File: config.mk
export PLATFORM = sky130hd
export DESIGN_NAME = bist_dr_loader
export DESIGN_NICKNAME = d
export VERILOG_FILES = /design/src/rtl/bist_pkg.sv /design/src/rtl/bist_dr_loader.sv
export SDC_FILE = /design/constraint.sdc
export NUM_CORES = 1
export LEC_CHECK = 0
export ABC_AREA = 1
export BUFFER_PORTS_ARGS = -buffer_cell sky130_fd_sc_hd__buf_2
export CAP_MARGIN = 20
export CORE_MARGIN = 2
export CORE_UTILIZATION = 45
export CTS_CLUSTER_SIZE = 16
export DETAILED_ROUTE_END_ITERATION = 8
export GPL_TIMING_DRIVEN = 0
export HOLD_SLACK_MARGIN = 0.1
export PLACE_DENSITY = 0.71
export SYNTH_ARGS = -nofsm -noshare
export SYNTH_HDL_FRONTEND = slang
export SYNTH_SLANG_ARGS = --single-unit
File: constraint.sdc
create_clock -name clk -period 1.6 [get_ports clk]
set_clock_uncertainty 0.1 [all_clocks]
set_input_delay 0.08 -clock clk [delete_from_list [all_inputs] [get_ports clk]]
set_output_delay 0.08 -clock clk [all_outputs]
set_load 0.03 [all_outputs]
File: src/rtl/bist_pkg.sv
// Shared definitions for the BIST command path: data-register width, loader
// state encoding and the command/data byte split used by the buffer and decoder.
package bist_pkg;

  localparam int DR_WIDTH = 16;

  localparam logic [1:0] ST_IDLE  = 2'd0;
  localparam logic [1:0] ST_CAP   = 2'd1;
  localparam logic [1:0] ST_SHIFT = 2'd2;

  localparam int CMD_MSB  = 15;
  localparam int CMD_LSB  = 8;
  localparam int DATA_MSB = 7;
  localparam int DATA_LSB = 0;

endpackage

File: src/rtl/bist_dr_loader.sv
// Serial-to-parallel data-register loader: captures a status word, shifts an
// instruction word in LSB-first, and writes it to the BIST buffer on a well-framed update.
module bist_dr_loader
  import bist_pkg::*;
#(
  parameter int DR_WIDTH = bist_pkg::DR_WIDTH,
  parameter int CNT_W    = 5
) (
  input  logic                clk,
  input  logic                Loader_res,
  input  logic                Capture_dr,
  input  logic                Shift_dr,
  input  logic                Update_dr,
  input  logic                Tdi,
  input  logic [DR_WIDTH-1:0] Status_in,
  output logic                Tdo,
  output logic                Bufer_write_en,
  output logic [DR_WIDTH-1:0] Bufer_out,
  output logic                Frame_err,
  output logic                Busy
);

  logic [1:0]          r_state;
  logic [DR_WIDTH-1:0] r_sr;
  logic [CNT_W-1:0]    r_cnt;
  logic                r_write_en;
  logic [DR_WIDTH-1:0] r_bufer_out;
  logic                r_frame_err;

  logic                w_cnt_full;
  assign w_cnt_full = (r_cnt == CNT_W'(DR_WIDTH));

  // Branch order encodes event priority: reset, capture, update, shift.
  always_ff @(posedge clk) begin
    // NOTE: non-blocking assignments throughout, so every branch reads pre-edge
    // state; the strobe default makes Bufer_write_en a single-cycle pulse.
    r_write_en <= 1'b0;
    if (Loader_res) begin
      r_state     <= ST_IDLE;
      r_sr        <= '0;
      r_cnt       <= '0;
      r_bufer_out <= '0;
      r_frame_err <= 1'b0;
    end else if (Capture_dr) begin
      r_state     <= ST_CAP;
      r_sr        <= Status_in;
      r_cnt       <= '0;
      r_frame_err <= 1'b0;
    end else if (Update_dr) begin
      if (r_state == ST_SHIFT && w_cnt_full) begin
        r_bufer_out <= r_sr;
        r_write_en  <= 1'b1;
        r_state     <= ST_IDLE;
      end else if (r_state != ST_IDLE) begin
        r_frame_err <= 1'b1;
        r_state     <= ST_IDLE;
      end
    end else if (Shift_dr && r_state != ST_IDLE) begin
      r_sr    <= {Tdi, r_sr[DR_WIDTH-1:1]};
      // Saturate so a long over-shift can never alias back to a legal count.
      if (r_cnt != '1) r_cnt <= r_cnt + 1'b1;
      r_state <= ST_SHIFT;
    end
  end

  assign Tdo            = r_sr[0];
  assign Bufer_write_en = r_write_en;
  assign Bufer_out      = r_bufer_out;
  assign Frame_err      = r_frame_err;
  assign Busy           = (r_state != ST_IDLE);

endmodule
[After elaboration in Yosys (flattened, before gate mapping)]
Cells that the tools add are included.
Word-level totals
  register bits after elaboration: 41
  bits of input ports: 22
  output and inout port bits: 20
  logic and storage cells: 40
Operators by class
  add/sub/neg operators: 1
  equality and inequality tests: 6
  muxes and demuxes: 9
  bitwise logic cells: 3
  reductions and logical operators: 14
Operators with widths (number)
  two-way mux 16 bit: 3
  AND reduction 3 bit: 3
  two-way mux 2 bit: 4
  AND reduction 2 bit: 3
  nonzero test 2 bit: 3
  adder 5 x 1 -> 5 bit (second input constant): 1
  equality test 5 bit (second input constant): 1
  != test 5 bit (second input constant): 1
  != test 4 x 2 -> 1 bit (second input constant): 1
  != test 3 x 1 -> 1 bit (second input constant): 1
  NOT 1 bit: 3
  nonzero test 3 bit: 1
  OR reduction 3 bit: 1
  equality test 2 bit (second input constant): 1
  logical AND 1 bit: 2
  two-way mux 1 bit: 2
  != test 2 bit (second input constant): 1
  OR reduction 2 bit: 1

[Logic depth before layout (Yosys ltp)]
Gate-level depths: netlist of run 1.
  depth after elaboration: 5
  mapped depth: 9
  mapped depth without buffers: 8

[Worst setup path after synthesis of run 1]
OpenSTA, ideal clock, no wires.
  kind: register to register
  start: register r_cnt[0]
  end: register r_cnt[0]
  arrival time: 1175 ps
  data required time: 1380 ps
  slack: 205 ps
  cell stages (with the launch flop): 9
  buffers on the path: 0
  cell sequence: dfxtp_1 > ha_1 > nand2_1 > nor2_1 > ha_1 > inv_1 > nand4_1 > nand2_1 > a21oi_1
Between the ends
  longest elaborated chain between the ends: 2
  elaborated cells on any way between the ends: 3
  those cells by class: 1 x add/sub; 1 x eq/ne; 1 x reduce/logical
RTL lines
  start, declared: line bist_dr_loader.sv:25  | logic [CNT_W-1:0] r_cnt;
  start signal, assigned: line bist_dr_loader.sv:61  | if (r_cnt != '1) r_cnt <= r_cnt + 1'b1;
  branches (longest 2 deep; another with adder 5 x 1 -> 5 bit)
Several ways; the timed one is not identified.
A chain may end at the register's enable or synchronous reset.

[Worst setup path after layout of run 1]
  start: register r_cnt[0]
  end: register r_cnt[1]
The elaborated chain is that of the path after synthesis.

==> impl_metrics.ini, run 1 <==
[clock_network]
clockBufferDepth = 2
cts_root_buf = clkbuf_8
numCtsBuffers = 5
insertion_delay_ns = 0.29
htree_levels = 2
cts_tree = built
cts_sinks = 41
clk_pin_slew_ns = 0.08

[sta]
slew_headroom = 0.694
rsz0062_at_grt = true
timing_hold_violations_final = 0
finalCritPeriodShare = 0.921
layout_min_cycle_time_ns = 1.47
setup_tns_ns = 0
slew_violations = 0
finalSetupViolCount = 0
worst_hold_slack_ns = 0.139
fmax_mhz = 678
worst_slew_pin_slew_ns = 0.459

[cells_and_area]
multiInputGateArea_um2 = 916
seq_area_um2 = 828
nets = 381
area_growth_pct = 31.5
diodes = 0
layout-drive-gt1-share = 0.207
fin_area_um2 = 2540
n_fill_cell = 387

[logic_synthesis]
post_synth_num_cell_types = 22
synth_seq_area_share = 0.425
avgSynthCellArea_um2 = 6.71
yosys_warnings = 0
ys_seq_elements = 41
synth_fp_nets = 313
netlist_area_um2 = 1930
syn_inst = 288

[critical_path]
r2r_slack_ns = 0.13
r2r_cells = 8
crit_path_start = r_cnt[0]
rr_endpoint = r_cnt[1]
worstPathRequired_ns = 1.72
critPathCaptureType = flop
worstPathMaxFanout = 5
startpoint_type = flop
r2r_start = r_cnt[0]
critPathKind = flop to flop
arrival_ns = 1.60

[min_path]
hold_path_class = input port to flop
worstHoldEndpoint = r_sr[11]
hold_depth = 5
min_from = Capture_dr

[die]
ios = 42
initial_core_util = 0.476
dieHeight_um = 69.5
die_area_um2 = 4840
core_um2 = 4060
die_x_um = 69.5
row_count = 23

[power_and_ir_drop]
p_int_w = 0.00166
ir_worst_vdd_v = 0.000504
p_comb_frac = 0.106
total_power_w = 0.00215
swShare = 0.231
powerDensity_nw_per_um2 = 847
p_leak_nw = 1.31
p_switching_w = 0.000497
clock_power_share = 0.399
power.share.sequential = 0.495

[run]
max-cap-violations = 0

[grt]
grt_max_degree = 13
grt_pass1_vias = 1808
antenna_found_initial = 0
grt_first_pass_wirelength_um = 8110
grt_overflow = 0
grtUsageTotal = 0.210

[placement]
io_buffers = 40
dp_hpwl_um = 3080
gp_routability_congestion = 0.794
post_dp_cell_area_um2 = 2200

[route]
drc = 0
route.vias.total = 1858
wire_per_inst_um = 11.1
drt-pass1-iter-count = 4
routed_wl_um = 4540
drt_iter0_markers = 120
post_drt_via_cell_ratio = 4.57
antenna_left = 0

[run_status]
status = finished, final reports clean
state kept, by name (all words and copies together), names as in the netlist:
signal / count
Bufer_out: 16
r_sr: 16
r_cnt: 5
r_state: 2
Bufer_write_en: 1
Frame_err: 1
cells in the mapped netlist (all sizes together):
| library cell | instances | area (µm²) |
|---|---|---|
| buf | 11 | 77.6 |
| nand4 | 3 | 33.8 |
| a21oi | 20 | 100 |
| clkbuf | 1 | 3.75 |
| dfxtp | 41 | 821 |
| o21ai | 5 | 25.0 |
| inv | 32 | 120 |
| nand2 | 96 | 375 |
| nand3 | 16 | 92.6 |
| nor2 | 58 | 230 |
| ha | 3 | 37.5 |
| xor2 | 1 | 8.76 |
| nand3b | 1 | 7.51 |
power groups by stage:
stage | combinational (W) | sequential [W] | clock, W
global route | 0.000257 | 0.00107 | 0.000934
CTS | 0.000228 | 0.00107 | 0.000886
detailed placement | 0.000189 | 0.00109 | 0
finish | 0.000228 | 0.00107 | 0.000860
floorplan | 0.000126 | 0.00109 | 0
global placement | 0.000189 | 0.00109 | 0
stage by stage:
step | instances | util | setup WS [ns]
after CTS | 406 | 0.619 | 0.0217
after detailed placement | 378 | 0.541 | 0.0491
after global placement | 378 | 0.541 | 0.0694
after floorplan | 288 | - | 0.205
final | 407 | 0.627 | 0.126
after global routing | 407 | 0.627 | -0.00671
worst max path at each step:
stage / to / slack [ns]
final: r_cnt[1] / 0.13
after global routing: Bufer_out[13] / -0.007
after CTS: Bufer_out[11] / 0.02
after detailed placement: Bufer_out[11] / 0.05
after global placement: r_cnt[1] / 0.07
after floorplan: r_cnt[0] / 0.21
repair_timing:
item                                   in CTS  in global routing
endpoints found under the hold margin      25                  0
setup endpoints to repair                   0                 18
setup buffers                               0                  1
gates resized for setup                     0                 11
hold buffers                               20                  0
kinds of logic after synthesis:
family	count (synthesis)	synth area share
DFF	41	0.425
xor gates and xnor gates	1	0.00453
and+or+nand+nor	174	0.383
buffers and inverters	44	0.104
adders and majority gates	3	0.0194
AOI/OAI and AO/OA	25	0.0647
area by class of cell:
class | instances | share of cell area
Buffer | 12 | 0.0359
Clock buffer | 7 | 0.0340
Clock inverter | 1 | 0.0118
Inverter | 32 | 0.0472
Multi-Input combinational cell | 203 | 0.360
Sequential cell | 41 | 0.326
Tap cell | 50 | 0.0246
Timing Repair Buffer | 61 | 0.160
metal layers:
| layer | GRT usage | up-vias | part of all wire |
|---|---|---|---|
| met2 | 0.349 | 32 | 0.49 |
| li1 | - | 1013 | - |
| met4 | 0.0893 | 0 | 0.020 |
| met3 | 0.0523 | 7 | 0.036 |
| met1 | 0.258 | 806 | 0.46 |
| met5 | 0 | - | 0 |
critical path, cell delays in order, from the launching register on:
cell and delay (ns):
dfxtp_4 0.37, ha_2 0.18, nand2_1 0.05, nor2_1 0.11, ha_2 0.19, inv_1 0.04
nand4_1 0.15, nand2_1 0.07, a21oi_1 0.14
cells in the final DEF (no fill, tap or decap), types with 2 or more instances in the layout:
master / synthesis / routed
ha_2: 0 / 2
nand2_1: 94 / 94
dfxtp_1: 41 / 39
clkbuf_1: 1 / 2
nand4_1: 2 / 2
nand2_4: 2 / 2
o21ai_0: 5 / 5
buf_6: 3 / 3
dfxtp_4: 0 / 2
nor2_2: 2 / 2
clkbuf_8: 0 / 6
inv_1: 28 / 27
nor2_1: 55 / 55
inv_2: 4 / 5
buf_2: 5 / 44
a21oi_1: 20 / 20
buf_4: 2 / 3
nand3_1: 15 / 15
dlygate4sd3_1: 0 / 20
Power figures use the tool's default switching activity.
==> run 2, diff against run 1 <==
Clock period 1.6 ns to 1.5 ns, I/O delays scaled along.
==> run 2 against run 1 <==
Compared with the run above: clock power is 7.9% higher; critical path depth is the same; core utilization rose by 4.6 points; fmax shrank 0.56%; combinational power rose by 10%; sequential power increased by 7%; hold slack lost 0.0098 ns; count of clock-buffer cells in the layout did not move; sequential share of layout area down 2.2 points; non-clock buffer count grew 7; highest routed layer unchanged.
==> impl_metrics.ini, run 2 (synthesis gave the netlist of run 1 again) <==
[critical_path]
crit_path_max_incr_delay_ns = 0.37
r2r_start = r_cnt[0]
critPathCaptureType = flop
crit_chain = ha_4 > nand2_2 > nor2_2 > ha_2 > inv_2 > nand4_1 > nand2_1 > a21oi_2
r2r_cells = 8
r2r_slack_ns = 0.02
cp_slowest_cell = dfxtp_4
arrival_ns = 1.56
worstPathRequired_ns = 1.58
critPathKind = flop to flop
startpoint_type = flop
worstPathMaxFanout = 5
rr_endpoint = r_cnt[2]

[route]
antenna_left = 0
drt-pass1-iter-count = 4
wire_per_inst_um = 12.3
drc = 0
post_drt_via_cell_ratio = 4.73
drt_iter0_markers = 89
routed_wl_um = 5100
route.vias.total = 1964

[die]
dieHeight_um = 69.5
initial_core_util = 0.476
die_area_um2 = 4840
row_count = 23
die_x_um = 69.5
ios = 42
core_um2 = 4060

[sta]
layout_min_cycle_time_ns = 1.48
timing_hold_violations_final = 0
finalCritPeriodShare = 0.988
fmax_mhz = 674
worst_hold_slack_ns = 0.129
worst_slew_pin_slew_ns = 0.469
slew_headroom = 0.688
slew_violations = 0
fin_ws_ns = 0.0174
rsz0062_at_grt = true
finalSetupViolCount = 0

[cells_and_area]
layout-drive-gt1-share = 0.288
diodes = 0
area_growth_pct = 41.2
final_cell_mix = nand2_1, nor2_1, buf_2, dfxtp_1, inv_1
nets = 389
layout_commonest_cell = nand2_1
fin_area_um2 = 2730
final_cells = 415

[power_and_ir_drop]
p_leak_nw = 1.36
p_switching_w = 0.000549
p_int_w = 0.00177
clock_power_share = 0.400
swShare = 0.237
powerDensity_nw_per_um2 = 849
ir_worst_vdd_v = 0.000544
power.share.sequential = 0.491
p_comb_frac = 0.108

[grt]
antenna_found_initial = 0
grt_pass1_vias = 1809
grtUsageTotal = 0.210
grt_max_degree = 13
grt_overflow = 0
grt_first_pass_wirelength_um = 8110

[clock_network]
clk_pin_slew_ns = 0.08
clockBufferDepth = 2
cts_root_buf = clkbuf_8
insertion_delay_ns = 0.29
cts_sinks = 41
cts_tree = built
htree_levels = 2
numCtsBuffers = 5

[placement]
gp_routability_congestion = 0.794
io_buffers = 40
dp_cells = 378
post_dp_cell_area_um2 = 2200
dp_hpwl_um = 3080
post-place-ws_ns = -0.0509

[min_path]
min_from = Capture_dr
hold_path_class = input port to flop
worstHoldEndpoint = r_sr[11]
hold_depth = 5

[run_status]
status = finished, final reports clean

[run]
max-cap-violations = 0
-- run 2: cell count changes in the layout (fill, tap and decap cells not counted), moves of 3 or more --
cell,delta
nor2_2,+7
nand2_1,-8
nor2_1,-8
inv_1,-3
buf_4,+4
nand2_2,+7
-- run 2: power by group through the flow --
stage                     logic [W]  clock network, W  registers (W)
after CTS                  0.000244          0.000945        0.00114
after global placement     0.000202                 0        0.00116
final                      0.000251          0.000928        0.00114
after global routing       0.000281          0.000997        0.00114
after detailed placement   0.000202                 0        0.00116
after floorplan            0.000135                 0        0.00116
-- run 2: per-layer routing --
metal	track usage	routed length [µm]	vias up	share of wire
met4	0.0893	101	0	0.020
met5	0	0	-	0
met2	0.353	2510	49	0.49
met1	0.254	2230	868	0.44
met3	0.0523	254	9	0.050
li1	-	-	1038	-
-- run 2: metrics by stage --
stage | TNS, ns | utilization | total power (W)
after floorplan | 0 | - | 0.00130
after global placement | -0.178 | 0.541 | 0.00137
after detailed placement | -0.583 | 0.541 | 0.00137
after CTS | 0 | 0.624 | 0.00233
after global routing | -0.631 | 0.673 | 0.00242
final | 0 | 0.673 | 0.00232
-- run 2: how the worst max path moves through the flow --
stage,endpoint,depth (start not counted),slack (ns),start
2_1_floorplan,r_cnt[0],8,0.11,r_cnt[0]
3_3_place_gp,r_cnt[1],8,-0.03,r_cnt[0]
3_5_place_dp,Bufer_out[11],8,-0.05,r_cnt[0]
4_1_cts,r_cnt[1],8,0.004,r_cnt[1]
5_1_grt,r_cnt[2],8,-0.05,r_cnt[0]
6_report,r_cnt[2],8,0.02,r_cnt[0]
-- run 2: cell type report --
class	count	area, µm²
fill	359	1330
inverter	32	125
clock buffer	7	86.3
tap	50	62.6
sequential	41	830
multi-input combinational	204	1010
clock inverter	1	30.0
buffer	12	95.1
timing repair buffer	68	493
-- run 2: critical path, delay by kind of cell (launching register included) --
family / cells / cell delay [ns]
compound gates: 1 / 0.06
fa+ha+maj: 2 / 0.34
buf+inv: 1 / 0.04
flops: 1 / 0.37
simple gates: 4 / 0.46
-- run 2: timing repair --
action / 4_1_cts / 5_1_grt
setup buffers: 1 / 4
pin swaps: 2 / 16
resized for setup: 5 / 35
endpoints found under the hold margin: 25 / 0
hold buffers: 20 / 0
endpoints found under the setup margin: 15 / 21
cloned: 0 / 4
==> run 3, diff against run 2 <==
Settings changed: ABC_CLOCK_PERIOD_IN_PS set to 1500, CORE_UTILIZATION 45 to 40, PLACE_DENSITY 0.71 to 0.65.
==> run 3 against run 2 <==
Compared with the run above: global-route usage is 1.1 points lower; fmax is 0.32% higher; non-clock buffer count is 5 lower; sequential power hardly changed; total power is 8.0% lower; register-to-register slack hardly changed; combinational power hardly changed; critical path type unchanged.
==> impl_metrics.ini, run 3 (synthesis gave the netlist of run 1 again) <==
[power_and_ir_drop]
powerDensity_nw_per_um2 = 832
total_power_w = 0.00213
p_leak_nw = 1.31
ir_worst_vdd_v = 0.000362

[grt]
grt_pass1_vias = 1812
grt_first_pass_wirelength_um = 8200
grt_max_degree = 13
antenna_found_initial = 0
grt_overflow = 0
grtUsageTotal = 0.199

[route]
antenna_left = 0
drt-pass1-iter-count = 4
route.vias.total = 1917
drt_iter0_markers = 97
drc = 0
post_drt_via_cell_ratio = 4.65
wire_per_inst_um = 12.0
routed_wl_um = 4940

[critical_path]
startpoint_type = flop
cp_slowest_cell = dfxtp_4
r2r_start = r_cnt[0]
worstPathMaxFanout = 5
crit_chain = ha_4 > nand2_2 > nor2_2 > ha_2 > inv_1 > nand4_1 > nand2_1 > a21oi_2
critPathCaptureType = flop
rr_endpoint = r_cnt[2]
r2r_slack_ns = 0.02
arrival_ns = 1.56
worstPathRequired_ns = 1.58
critPathKind = flop to flop
r2r_cells = 8
crit_path_max_incr_delay_ns = 0.36

[die]
core_um2 = 4690
initial_core_util = 0.412
die_x_um = 73.5
row_count = 25
ios = 42
die_area_um2 = 5410
dieHeight_um = 73.5

[cells_and_area]
final_cell_mix = nand2_1, nor2_1, buf_2, dfxtp_1, inv_1
layout_commonest_cell = nand2_1
layout-drive-gt1-share = 0.232
utilization = 0.546
nets = 383
diodes = 0
fin_area_um2 = 2560
area_growth_pct = 32.6

[min_path]
min_from = Capture_dr
hold_path_class = input port to flop
hold_depth = 5
worstHoldEndpoint = r_sr[11]

[clock_network]
clk_pin_slew_ns = 0.08
cts_sinks = 41
numCtsBuffers = 5
clockBufferDepth = 2
insertion_delay_ns = 0.30
cts_root_buf = clkbuf_8
cts_tree = built
htree_levels = 2

[sta]
worst_slew_pin_slew_ns = 0.494
fin_ws_ns = 0.0221
fmax_mhz = 677
slew_headroom = 0.670
rsz0062_at_grt = true
timing_hold_violations_final = 0
finalSetupViolCount = 0
slew_violations = 0
layout_min_cycle_time_ns = 1.48
finalCritPeriodShare = 0.985

[run_status]
status = finished, final reports clean

[placement]
post_dp_cell_area_um2 = 2200
post-place-ws_ns = -0.0661
dp_hpwl_um = 3210
gp_routability_congestion = 0.800
io_buffers = 40

[run]
max-cap-violations = 0
[run 3: through the flow]
| step | cells | setup TNS, ns | hold WS, ns |
|---|---|---|---|
| 2_1_floorplan | 288 | 0 | 0.0474 |
| 3_3_place_gp | 382 | -0.374 | 0.179 |
| 3_5_place_dp | 382 | -0.502 | 0.181 |
| 4_1_cts | 411 | 0 | 0.145 |
| 5_1_grt | 412 | -0.261 | 0.165 |
| 6_report | 412 | 0 | 0.158 |
[run 3: power breakdown]
part / switching, W / internal (W) / total, W / leakage, nW
Sequential: 0.0000216 / 0.00111 / 0.00114 / 0.335
Clock: 0.000383 / 0.000364 / 0.000747 / 0.0433
Combinational: 0.000140 / 0.000111 / 0.000251 / 0.929
[run 3: worst max-delay path by stage]
stage,start,endpoint,slack [ns],depth (start not counted)
detailed placement,r_cnt[1],r_cnt[4],-0.07,8
CTS,r_cnt[0],r_cnt[0],0.002,8
floorplan,r_cnt[0],r_cnt[0],0.11,8
finish,r_cnt[0],r_cnt[2],0.02,8
global placement,r_cnt[0],Bufer_out[8],-0.04,8
global route,r_cnt[1],r_cnt[0],-0.06,8
[run 3: timing repair]
item | 4_1_cts | 5_1_grt
gates resized for setup | 6 | 13
hold buffers | 20 | 0
endpoints found under the hold margin | 25 | 0
pin swaps | 3 | 12
endpoints found under the setup margin | 16 | 20
setup buffers | 2 | 1
[run 3: critical path, delay by kind of cell (launching register included)]
kind	cells	cell delay, ns
buffers and inverters	1	0.05
AND/OR/NAND/NOR	4	0.45
AO/OA/AOI/OAI	1	0.05
adder cells (fa/ha/maj)	2	0.34
flip-flops	1	0.36
[run 3: final cells by class]
type / count / area (µm²)
multi-input combinational: 203 / 941
clock inverter: 1 / 7.51
sequential: 41 / 830
fill: 484 / 2130
buffer: 12 / 92.6
clock buffer: 6 / 82.6
timing repair buffer: 63 / 423
inverter: 32 / 120
tap: 54 / 67.6
[run 3: layer usage]
layer  global-route usage  share of wire
met3               0.0288          0.039
met5                    0              0
met2                0.334           0.46
met1                0.258           0.48
met4               0.0727          0.018
